[src/rtl/pristis_sync_pkg.sv]
// Shared types for the pristis sync-edge measurement blocks: FSM states,
// skew sign encoding and the default counter width used by pristis_top.
package pristis_sync_pkg;

    localparam int DEFAULT_CNT_WIDTH = 16;

    typedef enum logic [1:0] {
        ST_IDLE = 2'd0,
        ST_ARM  = 2'd1,
        ST_WAIT = 2'd2,
        ST_DONE = 2'd3
    } state_e;

    // SIGN_POS: edge_a arrived first, so edge_b lags and the skew is positive.
    typedef enum logic {
        SIGN_POS = 1'b0,
        SIGN_NEG = 1'b1
    } sign_e;

endpackage

[src/rtl/pristis_skew_cnt.sv]
// Saturating cycle counter for the skew measurement: clear, load-1 and
// increment controls, with a flag raised once the count sits at LIMIT.
module pristis_skew_cnt #(
    parameter int WIDTH = 16,
    parameter int LIMIT = 4095
) (
    input  logic             clk,
    input  logic             rst,
    input  logic             clr,
    input  logic             load1,
    input  logic             inc,
    output logic [WIDTH-1:0] cnt,
    output logic             at_limit
);

    localparam logic [WIDTH-1:0] LIMIT_V = WIDTH'(LIMIT);

    // NOTE: sequential state uses non-blocking (<=) so every flop samples
    // the pre-edge values of its inputs, independent of block ordering.
    always_ff @(posedge clk or posedge rst) begin
        if (rst) begin
            cnt <= '0;
        end else if (clr) begin
            cnt <= '0;
        end else if (load1) begin
            cnt <= WIDTH'(1);
        end else if (inc && cnt != LIMIT_V) begin
            cnt <= cnt + WIDTH'(1);
        end
    end

    assign at_limit = (cnt == LIMIT_V);

endmodule

[src/rtl/pristis_skew_meas.sv]
// Signed cycle-skew meter between two sync edges, averaged over 2^LOG2_AVG
// samples. Define PRISTIS_SKEW_MINMAX_EN to add the meas_min/meas_max outputs.
module pristis_skew_meas
    import pristis_sync_pkg::*;
#(
    parameter int CNT_WIDTH      = DEFAULT_CNT_WIDTH,
    parameter int TIMEOUT_CYCLES = 4095,
    parameter int LOG2_AVG       = 2
) (
    input  logic                        clk,
    input  logic                        rst,
    input  logic                        start,
    input  logic                        edge_a,
    input  logic                        edge_b,
    output logic                        busy,
    output logic                        meas_valid,
    input  logic                        meas_ready,
    output logic signed [CNT_WIDTH-1:0] meas_cnt,
    output logic                        meas_timeout
`ifdef PRISTIS_SKEW_MINMAX_EN
    ,
    output logic signed [CNT_WIDTH-1:0] meas_min,
    output logic signed [CNT_WIDTH-1:0] meas_max
`endif
);

    localparam int ACC_WIDTH = CNT_WIDTH + LOG2_AVG;
    localparam int IDX_WIDTH = LOG2_AVG + 1;
    localparam logic [IDX_WIDTH-1:0] IDX_LAST = IDX_WIDTH'((1 << LOG2_AVG) - 1);
    localparam logic signed [CNT_WIDTH-1:0] TIMEOUT_POS = CNT_WIDTH'(TIMEOUT_CYCLES);
    localparam logic signed [CNT_WIDTH-1:0] TIMEOUT_NEG = -TIMEOUT_POS;

    state_e                       state;
    sign_e                        sign;
    logic signed [ACC_WIDTH-1:0]  acc;
    logic        [IDX_WIDTH-1:0]  idx;

    logic                         cnt_clr;
    logic                         cnt_load1;
    logic                         cnt_inc;
    logic        [CNT_WIDTH-1:0]  cnt;
    logic                         cnt_at_limit;

    logic                         closing_edge;
    logic                         sample_done;
    logic                         timeout_hit;
    logic signed [CNT_WIDTH-1:0]  sample;
    logic signed [ACC_WIDTH-1:0]  acc_next;
    logic signed [CNT_WIDTH-1:0]  avg_trunc;

    pristis_skew_cnt #(
        .WIDTH (CNT_WIDTH),
        .LIMIT (TIMEOUT_CYCLES)
    ) u_cnt (
        .clk      (clk),
        .rst      (rst),
        .clr      (cnt_clr),
        .load1    (cnt_load1),
        .inc      (cnt_inc),
        .cnt      (cnt),
        .at_limit (cnt_at_limit)
    );

    // In WAIT only the channel opposite the one that opened the sample closes it.
    assign closing_edge = (sign == SIGN_POS) ? edge_b : edge_a;

    // NOTE: every output of this block gets a default first, so no path
    // through the case leaves a signal unassigned and no latch is inferred.
    always_comb begin
        cnt_clr     = 1'b0;
        cnt_load1   = 1'b0;
        cnt_inc     = 1'b0;
        sample_done = 1'b0;
        timeout_hit = 1'b0;
        sample      = '0;
        case (state)
            ST_IDLE: cnt_clr = start;
            ST_ARM: begin
                if (edge_a && edge_b) begin
                    sample_done = 1'b1;
                    cnt_clr     = 1'b1;
                end else if (edge_a || edge_b) begin
                    cnt_load1 = 1'b1;
                end else begin
                    cnt_inc     = 1'b1;
                    timeout_hit = cnt_at_limit;
                end
            end
            ST_WAIT: begin
                if (closing_edge) begin
                    sample_done = 1'b1;
                    cnt_clr     = 1'b1;
                    sample      = (sign == SIGN_NEG) ? -$signed(cnt) : $signed(cnt);
                end else begin
                    cnt_inc     = 1'b1;
                    timeout_hit = cnt_at_limit;
                end
            end
            default: ;
        endcase
    end

    assign acc_next  = acc + ACC_WIDTH'(sample);
    // Arithmetic shift floors the average toward -inf.
    assign avg_trunc = CNT_WIDTH'(acc_next >>> LOG2_AVG);

    // NOTE: the accumulator and index are reset as well as cleared on start,
    // so an aborted run can never leak a partial sum into the next one.
    always_ff @(posedge clk or posedge rst) begin
        if (rst) begin
            state        <= ST_IDLE;
            sign         <= SIGN_POS;
            acc          <= '0;
            idx          <= '0;
            busy         <= 1'b0;
            meas_valid   <= 1'b0;
            meas_cnt     <= '0;
            meas_timeout <= 1'b0;
        end else begin
            case (state)
                ST_IDLE: begin
                    if (start) begin
                        acc          <= '0;
                        idx          <= '0;
                        meas_timeout <= 1'b0;
                        busy         <= 1'b1;
                        state        <= ST_ARM;
                    end
                end
                ST_ARM, ST_WAIT: begin
                    if (sample_done) begin
                        acc <= acc_next;
                        idx <= idx + IDX_WIDTH'(1);
                        if (idx == IDX_LAST) begin
                            meas_cnt   <= avg_trunc;
                            meas_valid <= 1'b1;
                            state      <= ST_DONE;
                        end else begin
                            state <= ST_ARM;
                        end
                    end else if (timeout_hit) begin
                        // An ARM timeout has no sign yet and reports positive.
                        meas_cnt     <= (state == ST_WAIT && sign == SIGN_NEG) ?
                                        TIMEOUT_NEG : TIMEOUT_POS;
                        meas_timeout <= 1'b1;
                        meas_valid   <= 1'b1;
                        state        <= ST_DONE;
                    end else if (state == ST_ARM && (edge_a || edge_b)) begin
                        sign  <= edge_a ? SIGN_POS : SIGN_NEG;
                        state <= ST_WAIT;
                    end
                end
                ST_DONE: begin
                    if (meas_ready) begin
                        meas_valid <= 1'b0;
                        busy       <= 1'b0;
                        state      <= ST_IDLE;
                    end
                end
                default: state <= ST_IDLE;
            endcase
        end
    end

`ifdef PRISTIS_SKEW_MINMAX_EN
    // Extremes of the completed samples; a timed-out sample never completes.
    always_ff @(posedge clk or posedge rst) begin
        if (rst) begin
            meas_min <= '0;
            meas_max <= '0;
        end else if (sample_done) begin
            if (idx == '0) begin
                meas_min <= sample;
                meas_max <= sample;
            end else begin
                if (sample < meas_min) meas_min <= sample;
                if (sample > meas_max) meas_max <= sample;
            end
        end
    end
`endif

endmodule
[config.mk]
export PLATFORM = sky130hd
export DESIGN_NAME = pristis_skew_meas
export DESIGN_NICKNAME = d
export VERILOG_FILES = /design/src/rtl/pristis_sync_pkg.sv /design/src/rtl/pristis_skew_cnt.sv /design/src/rtl/pristis_skew_meas.sv
export SDC_FILE = /design/constraint.sdc
export NUM_CORES = 1
export LEC_CHECK = 0
export BUFFER_PORTS_ARGS = -buffer_cell sky130_fd_sc_hd__buf_2
export CAP_MARGIN = 20
export CORE_MARGIN = 8
export CORE_UTILIZATION = 66
export DETAILED_ROUTE_END_ITERATION = 10
export PLACE_DENSITY_LB_ADDON = 0.15
export SLEW_MARGIN = 25
export SYNTH_ARGS = -nofsm -noshare
export SYNTH_HDL_FRONTEND = slang
export SYNTH_SLANG_ARGS = --single-unit
export TNS_END_PERCENT = 30
[constraint.sdc]
create_clock -name clk -period 8.3 [get_ports clk]
set_input_delay 1.245 -clock clk [delete_from_list [all_inputs] [get_ports clk]]
set_output_delay 1.245 -clock clk [all_outputs]
set_load 0.05 [all_outputs]
== After elaboration in Yosys (flattened, before gate mapping) ==
Cells that the tools add are included.

* Bitwise operators: 2
* Equality and inequality tests: 15
* Multiplexer cells: 50
* Add/sub/neg operators: 4
* Reduce and logical (&&, ||, !) cells: 19

{| class="wikitable"
|+ Operators by type and width
! kind !! number
|-
| 2-to-1 mux 16 bit || 10
|-
| 2-to-1 mux 18 bit || 2
|-
| one-hot mux 18 bit (2 select lines) || 1
|-
| 2-to-1 mux 1 bit || 20
|-
| adder 18 x 16 -> 18 bit || 1
|-
| adder 16 x 1 -> 16 bit (second input constant) || 1
|-
| equality test 16 x 12 -> 1 bit (second input constant) || 1
|-
| != test 16 x 12 -> 1 bit (second input constant) || 1
|-
| negation 16 bit || 1
|-
| 2-to-1 mux 2 bit || 6
|-
| one-hot mux 1 bit (2 select lines) || 6
|-
| AND reduction 3 bit || 4
|-
| AND reduction 4 bit || 3
|-
| != test 2 bit (second input constant) || 5
|-
| nonzero test 2 bit || 4
|-
| 2-to-1 mux 3 bit || 2
|-
| != test 3 bit (second input constant) || 2
|-
| one-hot mux 2 bit (3 select lines) || 1
|-
| one-hot mux 3 bit (2 select lines) || 1
|-
| equality test 2 bit (second input constant) || 2
|-
| logical AND 1 bit || 4
|-
| != test 4 bit (second input constant) || 1
|-
| adder 3 x 1 -> 3 bit (second input constant) || 1
|-
| equality test 3 x 2 -> 1 bit (second input constant) || 1
|-
| other kinds (8) || 9
|}

* Input bits: 6
* Register bits: 59

== Longest topological paths before layout ==
Gate-level depths: netlist (run 1).

* Depth after elaboration: 8
* Mapped depth: 15

== By module ==
A second synthesis (run 1) with hierarchy kept.

* Cells, all modules: 476
* Area, all modules: 4,189.0 um^2

{| class="wikitable"
|+ By module, submodules not included
! module !! sequential area each (um^2) !! cells each !! area an instance (um^2) !! instances
|-
| pristis_skew_meas || 1,076.0 || 379 || 3,249.4 || 1
|-
| pristis_skew_cnt || 400.4 || 97 || 939.7 || 1
|}

== Least setup slack after synthesis (run 1) ==
OpenSTA, ideal clock, no wires.

* Kind: input -> register
* From: input port edge_b
* To: register acc[16]
* Data arrival time: 4.043 ns
* Stages: 13
* Library setup time: 0.128 ns
* Required time: 8.172 ns
* Path slack: 4.129 ns
* Path through: mux2_4 nand2_1 clkbuf_1 nor2_1 ha_1 fa_1 a211oi_1 nor2_1 a221oi_1 a21oi_1 a211oi_1 xor2_1 o21ai_0

* Cells in the longest elaborated chain, start to end: 6
* Elaborated cells between the ends (all ways): 12
* Those cells by class: 1 x add/sub; 1 x eq/ne; 8 x mux; 2 x reduce/logical

{| class="wikitable"
|+ RTL lines
! item !! RTL line !! source
|-
| start, declared || pristis_skew_meas.sv:14 || <nowiki>input logic edge_b,</nowiki>
|-
| 2-to-1 mux 1 bit || pristis_skew_meas.sv:65 || <nowiki>assign closing_edge = (sign == SIGN_POS) ? edge_b : edge_a;</nowiki>
|-
| 2-to-1 mux 16 bit || pristis_skew_meas.sv:90 || <nowiki>if (closing_edge) begin</nowiki>
|-
| 2-to-1 mux 16 bit || pristis_skew_meas.sv:76 || <nowiki>case (state)</nowiki>
|-
| adder 18 x 16 -> 18 bit || pristis_skew_meas.sv:103 || <nowiki>assign acc_next = acc + ACC_WIDTH'(sample);</nowiki>
|-
| 2-to-1 mux 18 bit || pristis_skew_meas.sv:131 || <nowiki>if (sample_done) begin</nowiki>
|-
| one-hot mux 18 bit (2 select lines) || pristis_skew_meas.sv:120 || <nowiki>case (state)</nowiki>
|-
| end signal, assigned || pristis_skew_meas.sv:132 || <nowiki>acc <= acc_next;</nowiki>
|-
| end, declared || pristis_skew_meas.sv:35 || <nowiki>logic signed [ACC_WIDTH-1:0] acc;</nowiki>
|}

Several ways; a longest one is shown, not always the timed one. The select of a mux whose other input is x is not followed.
A chain may end at the register's enable or synchronous reset.

== Worst setup path after layout (run 1) ==
Ends and elaborated chain as after synthesis.

==> results of run 1 <==
-- metal layers --
metal / share of wire, % / wire [um]
met1: 45 / 4030
met2: 48 / 4260
met3: 5.6 / 496
met4: 1.1 / 98
met5: 0 / 0
-- layout make-up --
class	count	area, sq um	share of cell area, %
clock inverters	7	140	3.15
inverters	18	67.6	1.52
multi-input cells	358	2410	54.2
clock buffers	9	124	2.78
flip-flops and latches	59	1480	33.2
well taps	75	93.8	2.11
repair buffers	26	135	3.04
-- flip-flops by register name, summed over array words and instances (netlist names) --
| name | cells |
|---|---|
| acc | 18 |
| busy | 1 |
| idx | 3 |
| meas_cnt | 16 |
| meas_timeout | 1 |
| meas_valid | 1 |
| sign | 1 |
| state | 2 |
| u_cnt.cnt | 16 |
-- worst register-to-register path, cell delays in order (launching register included) --
cell and delay, ps:
dfrtp_1 770, mux2_4 400, nand2_1 350, nor2_1 90, ha_1 240, fa_1 430, a211oi_1 300, nor2_1 110
a221oi_1 360, a21oi_1 160, a211oi_1 430, xor2_1 170, o21ai_0 80
-- synth_stat cells (all sizes together), types with 2 or more instances --
cell | instances | share of area [%]
a32o | 2 | 0.49
o31ai | 2 | 0.37
a21oi | 24 | 3.0
nand4 | 6 | 0.93
or2 | 2 | 0.31
nor4 | 5 | 0.77
o21bai | 3 | 0.56
o21ai | 35 | 4.3
and4 | 2 | 0.43
nor3 | 3 | 0.37
nor2 | 51 | 4.7
clkbuf | 12 | 1.2
nand2b | 5 | 0.77
or3 | 4 | 0.62
xnor2 | 21 | 4.5
buf | 8 | 1.4
nand3 | 11 | 1.4
a22o | 17 | 3.7
xor2 | 20 | 4.3
a21boi | 3 | 0.56
and2 | 3 | 0.49
a211oi | 4 | 0.86
a21o | 10 | 1.9
dfrtp | 59 | 36
and3 | 5 | 0.80
ha | 29 | 8.9
or4 | 2 | 0.37
nand2 | 48 | 4.4
o211ai | 4 | 0.74
mux2i | 3 | 0.83
o31a | 2 | 0.43
a22oi | 2 | 0.71
a31oi | 2 | 0.31
inv | 18 | 1.7
o41ai | 5 | 1.5
nand3b | 4 | 0.74
mux2 | 2 | 0.65
nor2b | 6 | 0.93
-- power breakdown --
part           switching (mW)  internal [mW]
clock network           0.121          0.229
logic                   0.383          0.175
registers              0.0528          0.340
total                   0.558          0.744
-- worst max-delay path by stage --
stage,start,to,slack (ps),depth (start not counted)
final,edge_b,acc[16]$_DFFE_PP0P_,4140,13
after detailed placement,edge_b,acc[16]$_DFFE_PP0P_,3760,13
after floorplan,edge_b,acc[16]$_DFFE_PP0P_,4130,13
after CTS,edge_b,acc[16]$_DFFE_PP0P_,4130,13
after global placement,edge_b,acc[16]$_DFFE_PP0P_,3860,13
after global routing,edge_b,acc[16]$_DFFE_PP0P_,3890,13
-- layout by cell type (no fill, tap or decap), drive strengths merged, types with 4 or more instances in the layout --
cell	netlist	final
bufinv	0	4
nand3	11	11
clkbuf	12	9
nand3b	4	4
nor4	5	5
or3	4	4
nor2	51	51
o211ai	4	4
nor2b	6	6
o41ai	5	5
nand4	6	6
buf	8	26
and3	5	5
inv	18	18
a21o	10	10
nand2	48	48
a22o	17	17
o21ai	35	35
xor2	20	20
a211oi	4	4
dfrtp	59	59
nand2b	5	5
a21oi	24	24
xnor2	21	21
ha	29	29
-- cells by family (layout without fill, tap and decap cells) --
logic type | after synthesis | after routing | share of synthesized area [%]
and+or+nand+nor | 160 | 160 | 18.7
AOI/OAI and AO/OA | 122 | 122 | 20.9
DFF | 59 | 59 | 36.4
xor gates and xnor gates | 41 | 41 | 8.86
buffers and inverters | 38 | 60 | 4.20
adders and majority gates | 30 | 30 | 9.44
muxes | 5 | 5 | 1.48
==> flow_summary.ini, run 1 <==
[synthesis]
synth_edf_count = 0
synth_area_sq_um = 4060
ys_types = 61
syn_inst = 455
synth-seq-cells = 59
async_flop_share_pct = 100
syn-num-nets = 491
syn_area_per_cell_sq_um = 8.91
yosys_most_used_dff = dfrtp_1
yosysWarnings = 0
yosysSeqAreaShare_pct = 36.4

[sta]
layout_worst_path_cycle_share_pct = 50.1
relSlewSlack_pct = 49.7
drv_slew = 0
period_needed_ps = 4160
fmax_ghz = 0.240
tightest_slew_ps = 745
fin_setup_tns_ps = 0
hold_viol_final = 0
finalWorstSetupSlack_ps = 4140
hold_ws_ps = 471
setup_viol = 0
skew_ps = 12.6
rsz0062_at_grt = false

[power_and_ir_drop]
power.density_nw_per_um2 = 292
power_leakage_nw = 2.18
irDropWorstVdd_uv = 265
total_power_mw = 1.30

[finish]
fin_util_pct = 75.1
area_growth_pct = 9.72
num_antenna_cells = 0
final_area_sq_um = 4450
nets = 508
nFillCells = 427
drive_gt1_share_pct = 11.7
stdcell_count = 552

[cts]
cts_buffers = 9
cts_setup_buffers = 0
cts_max_path_buffers = 2
hold_buffers = 0
clk_latency_ps = 340
clock-sinks = 59
cts_htree_levels = 3
cts_tree = yes
clk_pin_slew_ps = 80
cts-root-buf = clkbuf_8
ctsResizeCount = 0

[worst_setup_path]
rrSetupSlack_ps = 4300
worstSetupPathType = in -> reg
rr_worst_depth = 12
crit_chain = buf_2 > mux2_4 > nand2_1 > nor2_1 > ha_1 > fa_1 > a211oi_1 > nor2_1 > a221oi_1 > a21oi_1 > a211oi_1 > xor2_1 > o21ai_0
startpoint_type = primary input
required_ps = 8530
max_stage_delay_ps = 430
end_kind = flip-flop
r2r-end = acc[16]$_DFFE_PP0P_
worstPathArrival_ps = 4390
crit-reg2reg-launch = sign$_DFFE_PP0P_
critPathSlowestCell = fa_1
timing.critical_path.buf_inv = 1
worstPathMaxFanout = 15
critical-path-top-delay-family = compound AO/OA/AOI/OAI gates

[min_path]
hold_path_class = reg -> reg
hold_start = meas_cnt[7]$_DFFE_PP0P_
hold_path_end = meas_cnt[7]$_DFFE_PP0P_
hold_depth = 2

[grt]
globalRoute.totalOverflow = 0
met2_usage_pct = 35.3
first_global_vias = 3284
busiest_layer = met2
antenna_found_initial = 0
grtUsageTotal_pct = 21.5
grtUsageMet3_pct = 4.29
grt_pass1_wl_um = 15400
grt_max_degree = 60
grt_util_met1_pct = 27.0

[floorplan]
die-area_sq_um = 8910
ios = 25
core_sq_um = 5920
die_y_um = 94.4
initial_core_util_pct = 68.5
rows = 28
die_x_um = 94.4

[placement]
dpl_cell_area_sq_um = 4190
place_ws_ps = 3760
dp_hpwl_um = 6430
portBuffers = 24
placed_cells = 536
gp_congestion = 0.923

[detailed_routing]
vias_per_cell = 6.03
dr.first_iter.drc_count = 134
post_drt_wl_per_cell_um = 16.1
antenna_left = 0
route.detailed.drc = 0
drt-total-wl_um = 8890
vias = 3328
drtPass1Iterations = 4

[run_status]
status = finished clean

[run]
maxCapViolations = 0
Note: power is estimated with default switching activity, not from simulation.
==> run 2: changes to the inputs <==
--- a/config.mk
+++ b/config.mk
@@ -8,7 +8,7 @@
 export BUFFER_PORTS_ARGS = -buffer_cell sky130_fd_sc_hd__buf_2
 export CAP_MARGIN = 20
 export CORE_MARGIN = 8
-export CORE_UTILIZATION = 66
+export CORE_UTILIZATION = 56
 export DETAILED_ROUTE_END_ITERATION = 10
 export PLACE_DENSITY_LB_ADDON = 0.15
 export SLEW_MARGIN = 25
==> constraint.sdc (replaced) <==
create_clock -name clk -period 3.4 [get_ports clk]
set_input_delay 0.51 -clock clk [delete_from_list [all_inputs] [get_ports clk]]
set_output_delay 0.51 -clock clk [all_outputs]
set_load 0.05 [all_outputs]
==> run 2 against run 1 <==
Compared with the run above:
- total power rose to 2.5 times the previous value
- critical path depth is 1 higher
- cell area increased by 9.3%
- final cell count is 9.6% higher
- flip-flop and latch count is the same
- wire length up 11%
==> flow_summary.ini, run 2 (same netlist as run 1, synthesis figures left out) <==
[floorplan]
die_y_um = 101
die-area_sq_um = 10200
die_x_um = 101
initial_core_util_pct = 56.8
rows = 31
core_sq_um = 7140
ios = 25

[grt]
grt_max_degree = 34
antenna_found_initial = 0
first_global_vias = 3382
grt_pass1_wl_um = 15900
grtUsageTotal_pct = 19.7
globalRoute.totalOverflow = 0

[worst_setup_path]
critical-path-top-delay-family = compound AO/OA/AOI/OAI gates
worstSetupPathType = reg -> reg
end_kind = flip-flop
timing.critical_path.buf_inv = 1
critPathSlowestCell = dfrtp_2
worstPathMaxFanout = 4
rrSetupSlack_ps = 80
max_stage_delay_ps = 440
startpoint_type = flip-flop
crit_chain = o41ai_4 > and2_4 > nand2_1 > xnor2_1 > nor2_1 > ha_1 > or2_2 > a21oi_2 > a31oi_2 > buf_4 > o211ai_1 > a21boi_1 > o31a_1 > a21oi_2
required_ps = 3690
crit_top_cell = a21oi_2
worstPathArrival_ps = 3610

[finish]
reg.largest.list = acc (18), meas_cnt (16), u_cnt.cnt (16)
drive_gt1_share_pct = 21.5
final_cell_mix = dfrtp_1 (58), nor2_1 (49), nand2_1 (47)
area_growth_pct = 19.9
num_antenna_cells = 0
final_area_sq_um = 4860
layout_commonest_cell = dfrtp_1
largest_reg_flops = 18
stdcell_count = 605
nets = 537
max_flop_register = acc

[cts]
clock-sinks = 59
cts_buffers = 9
cts_max_path_buffers = 2
cts_htree_levels = 3
clk_latency_ps = 350
clk_pin_slew_ps = 70
hold_buffers = 0
cts-root-buf = clkbuf_8
cts_tree = yes

[power_and_ir_drop]
seqPwrFrac_pct = 27.9
comb_power_share_pct = 48.1
power_frac_clock_pct = 24.0
p_sw_mw = 1.41
power.density_nw_per_um2 = 674
irDropWorstVdd_uv = 690
p_int_mw = 1.86
p_sw_share_pct = 43.2
power_leakage_nw = 2.36

[detailed_routing]
antenna_left = 0
vias = 3480
drt-total-wl_um = 9860
vias_per_cell = 5.75
post_drt_wl_per_cell_um = 16.3
route.detailed.drc = 0
drtPass1Iterations = 4
dr.first_iter.drc_count = 144

[sta]
rsz0062_at_grt = true
hold_viol_final = 0
layout_worst_path_cycle_share_pct = 97.6
relSlewSlack_pct = 50.3
tightest_slew_ps = 746
fmax_ghz = 0.301
period_needed_ps = 3320
drv_slew = 0
setup_viol = 0
skew_ps = 12.7

[placement]
placed_cells = 583
dp_hpwl_um = 7100
gp_congestion = 0.913
dpl_cell_area_sq_um = 4390
portBuffers = 24

[min_path]
hold_path_class = in -> async

[run_status]
status = finished clean

[run]
maxCapViolations = 0
run 2: cell types whose count changed in the layout (fill, tap and decap cells not counted), sizes merged:
cell and change:
buf +29, bufinv -2, clkbuf +4, clkinv -1
clkinvlp -1
run 2: power by group through the flow:
| stage | clock network, mW | registers (mW) | logic [mW] |
|---|---|---|---|
| after floorplan | 0 | 1.19 | 0.826 |
| after global routing | 0.831 | 0.933 | 1.71 |
| after detailed placement | 0 | 0.925 | 1.47 |
| after CTS | 0.791 | 0.913 | 1.48 |
| final | 0.785 | 0.914 | 1.58 |
| after global placement | 0 | 0.916 | 1.44 |
run 2: cell type report:
class	instances	area [sq um]
clock inverters	3	67.6
multi-input cells	358	2590
well taps	99	124
flip-flops and latches	59	1480
inverters	18	67.6
fillers	584	2280
repair buffers	55	353
clock buffers	13	179
run 2: worst paths after layout:
path                                      endpoint                      from  cells after the start
setup / recovery               acc[17]$_DFFE_PP0P_  u_cnt.cnt[5]$_DFFE_PP0P_                     14
hold / removal                state[0]$_DFFE_PP0P_                       rst                      2
setup reg to reg               acc[17]$_DFFE_PP0P_  u_cnt.cnt[5]$_DFFE_PP0P_                     14
hold reg to reg            meas_cnt[8]$_DFFE_PP0P_   meas_cnt[8]$_DFFE_PP0P_                      2
max in group asynchronous  meas_cnt[8]$_DFFE_PP0P_                       rst                      3
min in group clk                  busy$_DFFE_PP0P_                meas_ready                      4
run 2: worst reg2reg max path, cell delays in order (launching register included):
cell	delay [ps]
dfrtp_2	440
o41ai_4	370
and2_4	230
nand2_1	60
xnor2_1	200
nor2_1	80
ha_1	340
or2_2	330
a21oi_2	160
a31oi_2	60
buf_4	150
o211ai_1	280
a21boi_1	140
o31a_1	310
a21oi_2	100
run 2: per-stage QoR:
step                      TNS (ps)  setup slack (ps)  hold slack [ps]  total power [mW]  util (%)
after global routing          -230              -123              256              3.48      68.1
after floorplan                  0              24.2              450              2.01         -
after global placement           0              64.3              454              2.35      61.4
final                            0              80.0              213              3.27      68.1
after CTS                        0              31.4              231              3.18      65.1
after detailed placement     -42.7             -42.7              475              2.39      61.5
run 2: what timing repair did:
item / CTS / global route
buffers inserted: 0 / 6
pin swaps: 0 / 15
endpoints found under the setup margin: 1 / 11
resized for setup: 2 / 33
run 2: metal layers:
metal / vias to the layer above / global-route usage, % / wire length, um
li1: 1706 / - / -
met1: 1677 / 23.6 / 4340
met2: 83 / 33.9 / 4920
met3: 14 / 4.42 / 469
met4: 0 / 6.30 / 126
met5: - / 0 / 0
==> run 3: changes to the inputs <==
--- a/config.mk
+++ b/config.mk
@@ -10,6 +10,7 @@
 export CORE_MARGIN = 8
 export CORE_UTILIZATION = 56
 export DETAILED_ROUTE_END_ITERATION = 10
+export GPL_TIMING_DRIVEN = 0
 export PLACE_DENSITY_LB_ADDON = 0.15
 export SLEW_MARGIN = 25
 export SYNTH_ARGS = -nofsm -noshare
==> run 3 against run 2 <==
Compared with the run above:
- the flow now finishes with violations (setup timing)
- sequential share of layout area decreased by 0.34 points
- total power is 1.6% lower
- first-iteration DRC count increased by 3.5%
- fmax down 2.7%
- via count barely moved
==> flow_summary.ini, run 3 (same netlist as run 1, synthesis figures left out) <==
[run_status]
status = complete, but fails checks
violations = setup timing

[detailed_routing]
dr.first_iter.drc_count = 149
antenna_left = 0
vias_per_cell = 5.67
route.detailed.drc = 0
drt-total-wl_um = 9730
post_drt_wl_per_cell_um = 15.8
vias = 3483
drtPass1Iterations = 4

[sta]
fmax_ghz = 0.293
skew_ps = 8.60
drv_slew = 0
period_needed_ps = 3410
layout_worst_path_cycle_share_pct = 100
finalWorstSetupSlack_ps = -10.7
tightest_slew_ps = 644
hold_viol_final = 0
setup_viol = 1
rsz0062_at_grt = true
relSlewSlack_pct = 56.7

[finish]
stdcell_count = 614
layout_commonest_cell = dfrtp_1
fin_util_pct = 68.9
nets = 546
final_cell_mix = dfrtp_1 (57), nor2_1 (47), nand2_1 (45)
reg.largest.list = acc (18), meas_cnt (16), u_cnt.cnt (16)
drive_gt1_share_pct = 23.1
largest_reg_flops = 18
nFillCells = 589
num_antenna_cells = 0
area_growth_pct = 21.3
max_flop_register = acc

[cts]
cts_tree = yes
cts_htree_levels = 3
cts-root-buf = clkbuf_8
clock-sinks = 59
hold_buffers = 0
clk_pin_slew_ps = 70
cts_buffers = 9
clk_latency_ps = 340
cts_max_path_buffers = 2

[worst_setup_path]
startpoint_type = flip-flop
worstPathArrival_ps = 3640
worstPathMaxFanout = 5
end_kind = flip-flop
worstSetupPathType = reg -> reg
required_ps = 3630

[min_path]
hold_path_class = in -> async

[grt]
globalRoute.totalOverflow = 0
grtUsageTotal_pct = 18.9
first_global_vias = 3353
grt_pass1_wl_um = 15400
antenna_found_initial = 0
grt_max_degree = 39

[power_and_ir_drop]
p_int_mw = 1.78
irDropWorstVdd_uv = 466
seqPwrFrac_pct = 28.4
power_frac_clock_pct = 19.8
power_leakage_nw = 2.35
power.density_nw_per_um2 = 655
p_sw_mw = 1.44
p_sw_share_pct = 44.8
comb_power_share_pct = 51.8

[placement]
gp_congestion = 0.915
placed_cells = 579
dp_hpwl_um = 6780
portBuffers = 24

[floorplan]
ios = 25
die-area_sq_um = 10200
die_y_um = 101
core_sq_um = 7140
rows = 31
die_x_um = 101
initial_core_util_pct = 56.8

[run]
maxCapViolations = 0
-- run 3: critical path, cell delays in order, from the launching register on --
cell and delay (ps):
dfrtp_2 440, inv_2 80, ha_4 150, nand2b_4 60, o41ai_4 470, xor2_1 260
nor2_2 100, ha_4 260, a21o_1 190, a211oi_4 320, nor4_4 70, o21ba_2 220
or3_4 330, a21o_1 170, a22o_1 170
-- run 3: timing repair --
action | CTS | global route
endpoints found under the setup margin | 16 | 11
pin swaps | 4 | 31
resized for setup | 17 | 43
buffers inserted | 3 | 16
-- run 3: final cells by class --
class                           instances  area, sq um  share of cell area, %
Multi-Input combinational cell        358         2660                   54.0
Sequential cell                        59         1480                   30.1
Timing Repair Buffer                   44          283                   5.75
Clock buffer                           14          153                   3.10
Tap cell                               99          124                   2.52
Buffer                                 20          121                   2.47
Inverter                               18         70.1                   1.42
Clock inverter                          2         35.0                  0.712
-- run 3: final timing paths --
path                            depth (start not counted)                       end  slack, ps                      from
worst min register to register                          2   meas_cnt[8]$_DFFE_PP0P_        470   meas_cnt[8]$_DFFE_PP0P_
worst max-delay path                                   14  meas_cnt[13]$_DFFE_PP0P_        -10  u_cnt.cnt[1]$_DFFE_PP0P_
min in group clk                                        2   meas_cnt[8]$_DFFE_PP0P_        470   meas_cnt[8]$_DFFE_PP0P_
worst min-delay path                                    2      state[1]$_DFFE_PP0P_        120                       rst
worst max register to register                         14  meas_cnt[13]$_DFFE_PP0P_        -10  u_cnt.cnt[1]$_DFFE_PP0P_
max in group asynchronous                               3   meas_cnt[5]$_DFFE_PP0P_       2780                       rst
-- run 3: power groups by stage --
stage                     clock network [mW]  registers (mW)  logic, mW
after global routing                   0.670           0.936       1.81
after detailed placement                   0           0.933       1.43
after CTS                              0.640           0.923       1.47
final                                  0.637           0.916       1.67
after global placement                     0           0.924       1.41
after floorplan                            0            1.19      0.826
-- run 3: stage by stage --
step / hold slack [ps] / TNS [ps] / instance area, sq um / setup WS [ps] / power (mW)
after global routing: 146 / -929 / 4920 / -146 / 3.42
after floorplan: 450 / 0 / 4060 / 24.2 / 2.01
after global placement: 455 / -3820 / 4300 / -499 / 2.33
after CTS: 126 / -1.93 / 4610 / -1.50 / 3.04
after detailed placement: 466 / -4580 / 4320 / -579 / 2.37
final: 121 / -10.7 / 4920 / -10.7 / 3.22
-- run 3: routing by layer --
layer	track usage, %	vias to the layer above	wire [um]
met3	3.18	17	442
met1	23.7	1664	4410
li1	-	1730	-
met5	0	-	0
met2	32.0	72	4710
met4	5.84	0	167
